[config.mk]
export PLATFORM = sky130hd
export DESIGN_NAME = sbox_byte_sequencer_flat
export DESIGN_NICKNAME = d
export VERILOG_FILES = /design/src/rtl/sbox_byte_sequencer_if.sv /design/src/rtl/sbox_byte_sequencer.sv /design/src/flat_wrapper.sv
export SDC_FILE = /design/constraint.sdc
export NUM_CORES = 1
export LEC_CHECK = 0
export BUFFER_PORTS_ARGS = -buffer_cell sky130_fd_sc_hd__buf_2
export CORE_UTILIZATION = 30
export CTS_BUF_LIST = sky130_fd_sc_hd__clkbuf_4
export CTS_CLUSTER_DIAMETER = 40
export CTS_CLUSTER_SIZE = 24
export DETAILED_ROUTE_END_ITERATION = 12
export PLACE_DENSITY_LB_ADDON = 0.12
export RECOVER_POWER = 100
export SLEW_MARGIN = 20
export SYNTH_ARGS = -nofsm -noshare
export SYNTH_HDL_FRONTEND = slang
export SYNTH_SLANG_ARGS = --single-unit
[constraint.sdc]
create_clock -name clk -period 5.7 [get_ports clk]
set_input_delay 1.14 -clock clk [delete_from_list [all_inputs] [get_ports clk]]
set_output_delay 1.14 -clock clk [all_outputs]
set_load 0.02 [all_outputs]
[src/rtl/sbox_byte_sequencer_if.sv]
// Handshake and S-box bus for sbox_byte_sequencer.
//  in_valid/in_ready/in_data    : upstream word, byte 0 in the MSBs
//  sbox_u/sbox_u_vld/sbox_s     : byte-serial link to an external AES S-box
//  out_valid/out_ready/out_data : substituted word, same lane order as in_data
// slave  = sequencer side, master = environment side (word source/sink and S-box).
interface sbox_byte_sequencer_if #(
   parameter int unsigned NBYTES = 16
);
   logic                in_valid;
   logic                in_ready;
   logic [8*NBYTES-1:0] in_data;
   logic [7:0]          sbox_u;
   logic                sbox_u_vld;
   logic [7:0]          sbox_s;
   logic                out_valid;
   logic                out_ready;
   logic [8*NBYTES-1:0] out_data;

   modport slave (
      input  in_valid, in_data, sbox_s, out_ready,
      output in_ready, sbox_u, sbox_u_vld, out_valid, out_data
   );

   modport master (
      output in_valid, in_data, sbox_s, out_ready,
      input  in_ready, sbox_u, sbox_u_vld, out_valid, out_data
   );
endinterface

[src/rtl/sbox_byte_sequencer.sv]
// Byte-serial wrapper around an external 8-bit AES S-box (SubBytes / SubWord).
// Accepts one NBYTES-wide word, issues its bytes one per cycle on sbox_u, collects
// each sbox_s result SBOX_LAT cycles later into the original lane, then offers the
// substituted word downstream. One word in flight at a time.
//  clk  : rising-edge clock
//  rst  : asynchronous active-high reset
//  clr  : synchronous abort, discards the word in flight
//  bus  : handshake + S-box link (slave modport)
//  busy : high whenever the sequencer is not idle
module sbox_byte_sequencer #(
   parameter int unsigned NBYTES   = 16,
   parameter int unsigned SBOX_LAT = 0
) (
   input  logic                        clk,
   input  logic                        rst,
   input  logic                        clr,
   sbox_byte_sequencer_if.slave        bus,
   output logic                        busy
);

   localparam int unsigned    IW         = (NBYTES > 1) ? $clog2(NBYTES) : 1;
   localparam logic [IW-1:0]  LAST_IDX   = IW'(NBYTES - 1);
   localparam logic [1:0]     DRAIN_LAST = 2'((SBOX_LAT > 0) ? SBOX_LAT - 1 : 0);

   localparam logic [1:0] ST_IDLE  = 2'd0;
   localparam logic [1:0] ST_FEED  = 2'd1;
   localparam logic [1:0] ST_DRAIN = 2'd2;
   localparam logic [1:0] ST_DONE  = 2'd3;

   logic [1:0]          state_q, state_d;
   logic [IW-1:0]       issue_idx_q, issue_idx_d;
   logic [1:0]          drain_cnt_q, drain_cnt_d;
   logic [8*NBYTES-1:0] word_q, word_d;
   logic [7:0]          sbox_u_q, sbox_u_d;
   logic                rdy_en_q, rdy_en_d;

   logic                in_ready;
   logic                issue_vld;
   logic [7:0]          issue_byte;
   logic                cap_vld;
   logic [IW-1:0]       cap_idx;

   assign issue_vld = (state_q == ST_FEED);
   // in_ready stays low through reset and rises on the first edge after release
   assign rdy_en_d  = 1'b1;
   assign in_ready  = rdy_en_q && (state_q == ST_IDLE);

   always_comb begin
      issue_byte = 8'h00;
      for (int k = 0; k < int'(NBYTES); k++) begin
         if (issue_idx_q == IW'(k)) issue_byte = word_q[8*(int'(NBYTES)-1-k) +: 8];
      end
   end

   // Capture lane comes from the issue index carried alongside the S-box latency,
   // so the writeback can never drift from what was actually issued.
   if (SBOX_LAT == 0) begin : g_no_dly
      assign cap_vld = issue_vld;
      assign cap_idx = issue_idx_q;
   end else begin : g_dly
      logic [SBOX_LAT-1:0]         dly_vld_q, dly_vld_d;
      logic [SBOX_LAT-1:0][IW-1:0] dly_idx_q, dly_idx_d;

      always_comb begin
         dly_vld_d = dly_vld_q;
         dly_idx_d = dly_idx_q;
         for (int i = int'(SBOX_LAT) - 1; i > 0; i--) begin
            dly_vld_d[i] = dly_vld_q[i-1];
            dly_idx_d[i] = dly_idx_q[i-1];
         end
         dly_vld_d[0] = issue_vld;
         dly_idx_d[0] = issue_idx_q;
         if (clr) dly_vld_d = '0;
      end

      always_ff @(posedge clk or posedge rst) begin
         if (rst) begin
            dly_vld_q <= '0;
            dly_idx_q <= '0;
         end else begin
            dly_vld_q <= dly_vld_d;
            dly_idx_q <= dly_idx_d;
         end
      end

      assign cap_vld = dly_vld_q[SBOX_LAT-1];
      assign cap_idx = dly_idx_q[SBOX_LAT-1];
   end

   always_comb begin
      state_d     = state_q;
      issue_idx_d = issue_idx_q;
      drain_cnt_d = drain_cnt_q;
      word_d      = word_q;
      sbox_u_d    = sbox_u_q;

      // One register holds the input word and the results: lane k is read in
      // the cycle after E(k) and only overwritten at E(k+1+SBOX_LAT).
      for (int k = 0; k < int'(NBYTES); k++) begin
         if (cap_vld && (cap_idx == IW'(k))) word_d[8*(int'(NBYTES)-1-k) +: 8] = bus.sbox_s;
      end

      case (state_q)
         ST_IDLE: begin
            if (bus.in_valid && in_ready) begin
               word_d      = bus.in_data;
               issue_idx_d = '0;
               state_d     = ST_FEED;
            end
         end
         ST_FEED: begin
            sbox_u_d = issue_byte;
            if (issue_idx_q == LAST_IDX) begin
               issue_idx_d = '0;
               drain_cnt_d = '0;
               state_d     = (SBOX_LAT > 0) ? ST_DRAIN : ST_DONE;
            end else begin
               issue_idx_d = issue_idx_q + IW'(1);
            end
         end
         ST_DRAIN: begin
            if (drain_cnt_q == DRAIN_LAST) begin
               drain_cnt_d = '0;
               state_d     = ST_DONE;
            end else begin
               drain_cnt_d = drain_cnt_q + 2'd1;
            end
         end
         ST_DONE: begin
            if (bus.out_ready) state_d = ST_IDLE;
         end
         default: state_d = ST_IDLE;
      endcase

      // Abort wins over any same-cycle accept, capture or output handshake.
      if (clr) begin
         state_d     = ST_IDLE;
         issue_idx_d = '0;
         drain_cnt_d = '0;
         word_d      = word_q;
      end
   end

   always_ff @(posedge clk or posedge rst) begin
      if (rst) begin
         state_q     <= ST_IDLE;
         issue_idx_q <= '0;
         drain_cnt_q <= '0;
         word_q      <= '0;
         sbox_u_q    <= 8'h00;
         rdy_en_q    <= 1'b0;
      end else begin
         state_q     <= state_d;
         issue_idx_q <= issue_idx_d;
         drain_cnt_q <= drain_cnt_d;
         word_q      <= word_d;
         sbox_u_q    <= sbox_u_d;
         rdy_en_q    <= rdy_en_d;
      end
   end

   assign bus.in_ready   = in_ready;
   assign bus.sbox_u_vld = issue_vld;
   // Outside FEED the link keeps showing the last byte that was issued.
   assign bus.sbox_u     = issue_vld ? issue_byte : sbox_u_q;
   assign bus.out_valid  = (state_q == ST_DONE);
   assign bus.out_data   = word_q;
   assign busy           = (state_q != ST_IDLE);

endmodule
[src/flat_wrapper.sv]
// flat-port wrapper written by rule: the top's interface ports become plain ports
module sbox_byte_sequencer_flat 
#(
   parameter int unsigned NBYTES   = 16,
   parameter int unsigned SBOX_LAT = 0
)
  (clk, rst, clr, busy, bus_in_valid, bus_in_data, bus_sbox_s, bus_out_ready, bus_in_ready, bus_sbox_u, bus_sbox_u_vld, bus_out_valid, bus_out_data);
  sbox_byte_sequencer_if #(.NBYTES(NBYTES)) bus_i ();
  input  logic clk;
  input  logic rst;
  input  logic clr;
  output logic busy;
  input wire logic [$bits(bus_i.in_valid)-1:0] bus_in_valid;
  input wire logic [$bits(bus_i.in_data)-1:0] bus_in_data;
  input wire logic [$bits(bus_i.sbox_s)-1:0] bus_sbox_s;
  input wire logic [$bits(bus_i.out_ready)-1:0] bus_out_ready;
  output wire logic [$bits(bus_i.in_ready)-1:0] bus_in_ready;
  output wire logic [$bits(bus_i.sbox_u)-1:0] bus_sbox_u;
  output wire logic [$bits(bus_i.sbox_u_vld)-1:0] bus_sbox_u_vld;
  output wire logic [$bits(bus_i.out_valid)-1:0] bus_out_valid;
  output wire logic [$bits(bus_i.out_data)-1:0] bus_out_data;
  assign bus_i.in_valid = bus_in_valid;
  assign bus_i.in_data = bus_in_data;
  assign bus_i.sbox_s = bus_sbox_s;
  assign bus_i.out_ready = bus_out_ready;
  assign bus_in_ready = bus_i.in_ready;
  assign bus_sbox_u = bus_i.sbox_u;
  assign bus_sbox_u_vld = bus_i.sbox_u_vld;
  assign bus_out_valid = bus_i.out_valid;
  assign bus_out_data = bus_i.out_data;
  sbox_byte_sequencer #(.NBYTES(NBYTES), .SBOX_LAT(SBOX_LAT)) u_core (.clk(clk), .rst(rst), .clr(clr), .bus(bus_i), .busy(busy));
endmodule
==> flow_summary.ini <==
[critical_path]
path_buf_inv = 2
worstSetupEndpoint = bus_sbox_u[0]
arrival_ps = 4140
critPathLaunch = u_core.cap_idx[0]
crit_slowest_cell = clkbuf_1
cp_top_family = compound AO/OA/AOI/OAI gates
critical_path_class = reg -> out
cp-end-kind = primary output
r2r_end = u_core.bus.out_data[125]
ff2ff_path_depth = 8
cp_max_fo = 31
cp-start-kind = flip-flop
r2r_setup_slack_ps = 670
path_cells = ha_1 > clkbuf_1 > o21ai_0 > a21oi_1 > a2111oi_0 > o31ai_1 > clkbuf_1
r2r-start = u_core.state_q[0]
slowest_delay_ps = 1060
path_depth = 7
crit_path_frequent_cell = clkbuf_1
critPathRequiredTime_ps = 4560

[timing]
hold_violations = 0
period_share_pct = 92.6
clock_skew_ps = 34.3
setup-tns-final_ps = 0
fin_crit_ps = 5280
grt_setup_unrepaired = no
final-setup-viol-count = 0
clock.fmax_mhz = 190
slew_headroom_pct = -94.2
drv_slew = 168
tightest_slew_ps = 2910

[clocking]
clk_pin_slew_ps = 120
cts-root-buf = clkbuf_4
clk_latency_ps = 570
cts_setup_buffers = 0
holdBufCountCts = 0
cts_resized = 0
cts_made_buffers = 17
tritoncts = built
cts_max_path_buffers = 2
cts.htree.levels = 4
cts.sinks = 145

[cells_and_area]
drive_above_1_share_pct = 18.4
seq_area_sq_um = 3630
fillers = 2823
final_common_cell = a21oi_1
layout.nets = 1320
area_delta_synth_final_pct = 20.6
final_cell_mix = 307 x a21oi_1, 162 x nor2_1, 145 x dfrtp_1, 143 x buf_2, 140 x clkbuf_1
multi_input_area_sq_um = 3700
final_area_sq_um = 9450

[power_and_ir_drop]
switching_share_pct = 52.6
power_switching_uw = 2880
power_density_nw_per_um2 = 579
p_int_uw = 2590
p_clk_share_pct = 11.6
pwr-share-comb_pct = 49.6
p_seq_share_pct = 38.8
leakagePower_uw = 0.00388
irDropWorstVdd_v = 0.000229

[place]
gp_congestion = 0.862
io_buffers = 280
placed_cell_area_sq_um = 9400
hpwl_microns = 24000

[route]
drt_iter0_drc = 709
num_vias = 8048
totalWireLength_microns = 33500
final_antenna_net_count = 0
firstDrtPassIters = 5
drc = 0
wl_per_cell_microns = 22.1
vias_per_cell = 5.32

[synth]
ys_top_cells_by_area = dfrtp_1 46%, a21oi_1 20%, nor2_1 7.6%, buf_2 2.8%, o22ai_1 2.5%
synth.distinct_cells = 49
ys_ff_latch = 145
synthesis.nets = 1090
yosys.area.top_type_share_pct = 46.3
syn_inst = 939
yosysSeqAreaShare_pct = 46.3
synth.cell_area_sq_um = 7830
yosysTopAreaCell = dfrtp_1
yosys_warnings = 0
syn_area_per_cell_sq_um = 8.34

[grt]
grt_pass1_vias = 7668
antenna_found_initial = 2
grt_use_total_pct = 24.9
grt_pass1_wl_microns = 48900
overflow = 0
grt_start_max_net_pins = 71

[floorplanning]
dieHeight_microns = 164
io_pins = 281
die_w_microns = 164
core_area_sq_um = 25400
num_rows = 58
dieArea_sq_um = 26800
initial_core_util_pct = 30.8

[outcome]
outcome = finished, violations left
violations = max-capacitance violations, max-slew violations

[run]
cap_violations = 3

[hold_path]
hp-class = reg -> reg
==> flip-flops by register name, summed over array words and instances, names as in the netlist <==
signal and count:
u_core.bus.out_data 128, u_core.sbox_u_q 8, u_core.cap_idx 4, u_core.drain_cnt_q 2, u_core.state_q 2, u_core.rdy_en_q 1
==> synthesized netlist by cell type, drive strengths merged <==
cell and n:
a21oi 307, nor2 166, dfrtp 145, buf 55
clkbuf 31, o22ai 31, inv 28, nand2 21
a31oi 15, o21a 15, ha 10, nand3b 10
a221oi 9, nor2b 9, o221a 9, a21boi 8
o21ai 8, o2bb2ai 8, o31ai 8, a2111oi 7
a211oi 7, nand2b 6, a22oi 3, a32oi 2
a41oi 2, and3 2, nand3 2, nor3b 2
or3 2, a221o 1, and2 1, and2b 1
clkinv 1, conb 1, nand4 1, o211a 1
o221ai 1, o41ai 1, or3b 1, or4b 1
==> tightest hold or removal path: cells and delay by family (launching register included) <==
kind	cells	cell delay, ps
DFF	1	350
AOI/OAI and AO/OA	1	80
and+or+nand+nor	1	50
==> metrics by stage <==
stage | setup WS (ps) | power, uW | cells | utilization [%] | hold WS (ps)
2_1_floorplan | 665 | 3760 | 939 | - | 479
3_3_place_gp | 1210 | 4980 | 1480 | 37.0 | 467
3_5_place_dp | 1110 | 5000 | 1480 | 37.0 | 468
4_1_cts | 480 | 5630 | 1512 | 38.0 | 507
5_1_grt | 153 | 5850 | 1513 | 37.2 | 551
6_report | 424 | 5470 | 1513 | 37.2 | 510
==> power by group through the flow <==
stage | Clock [uW] | Sequential, uW | Combinational, uW
floorplan | 0 | 2430 | 1330
global placement | 0 | 2150 | 2830
detailed placement | 0 | 2130 | 2870
CTS | 653 | 2110 | 2870
global route | 690 | 2180 | 2980
finish | 635 | 2120 | 2710
==> area by class of cell <==
class,instances,area share (%)
Sequential cell,145,38.4
Clock inverter,13,1.17
Multi-Input combinational cell,679,39.2
Timing Repair Buffer,297,14.2
Inverter,29,1.17
Tap cell,330,4.37
Clock buffer,19,1.51
Antenna cell,1,0.0265
==> routing by layer <==
metal  share of wire [%]  global-route usage, %  vias up
met5                   0                      0        -
met4                0.69                   4.67        0
met3                 6.1                   3.71       12
met2                  46                   39.2      308
met1                  47                   36.1     3910
li1                    -                      -     3818
==> worst min path at each step <==
stage	slack, ps	cells after the start	start	to
floorplan	480	2	u_core.drain_cnt_q[0]	u_core.drain_cnt_q[0]
global placement	470	2	u_core.sbox_u_q[6]	u_core.sbox_u_q[6]
detailed placement	470	2	u_core.sbox_u_q[4]	u_core.sbox_u_q[4]
CTS	510	2	u_core.sbox_u_q[6]	u_core.sbox_u_q[6]
global route	550	2	u_core.drain_cnt_q[0]	u_core.drain_cnt_q[0]
finish	510	2	u_core.sbox_u_q[6]	u_core.sbox_u_q[6]
==> kinds of logic (layout without fill, tap and decap cells) <==
family	after synthesis	in the layout	synth area share [%]
other	1	2	0.0479
flip-flops	145	145	46.3
buffers and inverters	115	358	6.60
adder cells (fa/ha/maj)	10	10	1.60
AND/OR/NAND/NOR	225	225	12.7
AO/OA/AOI/OAI	443	443	32.8
Note: power is estimated with default switching activity, not from simulation.
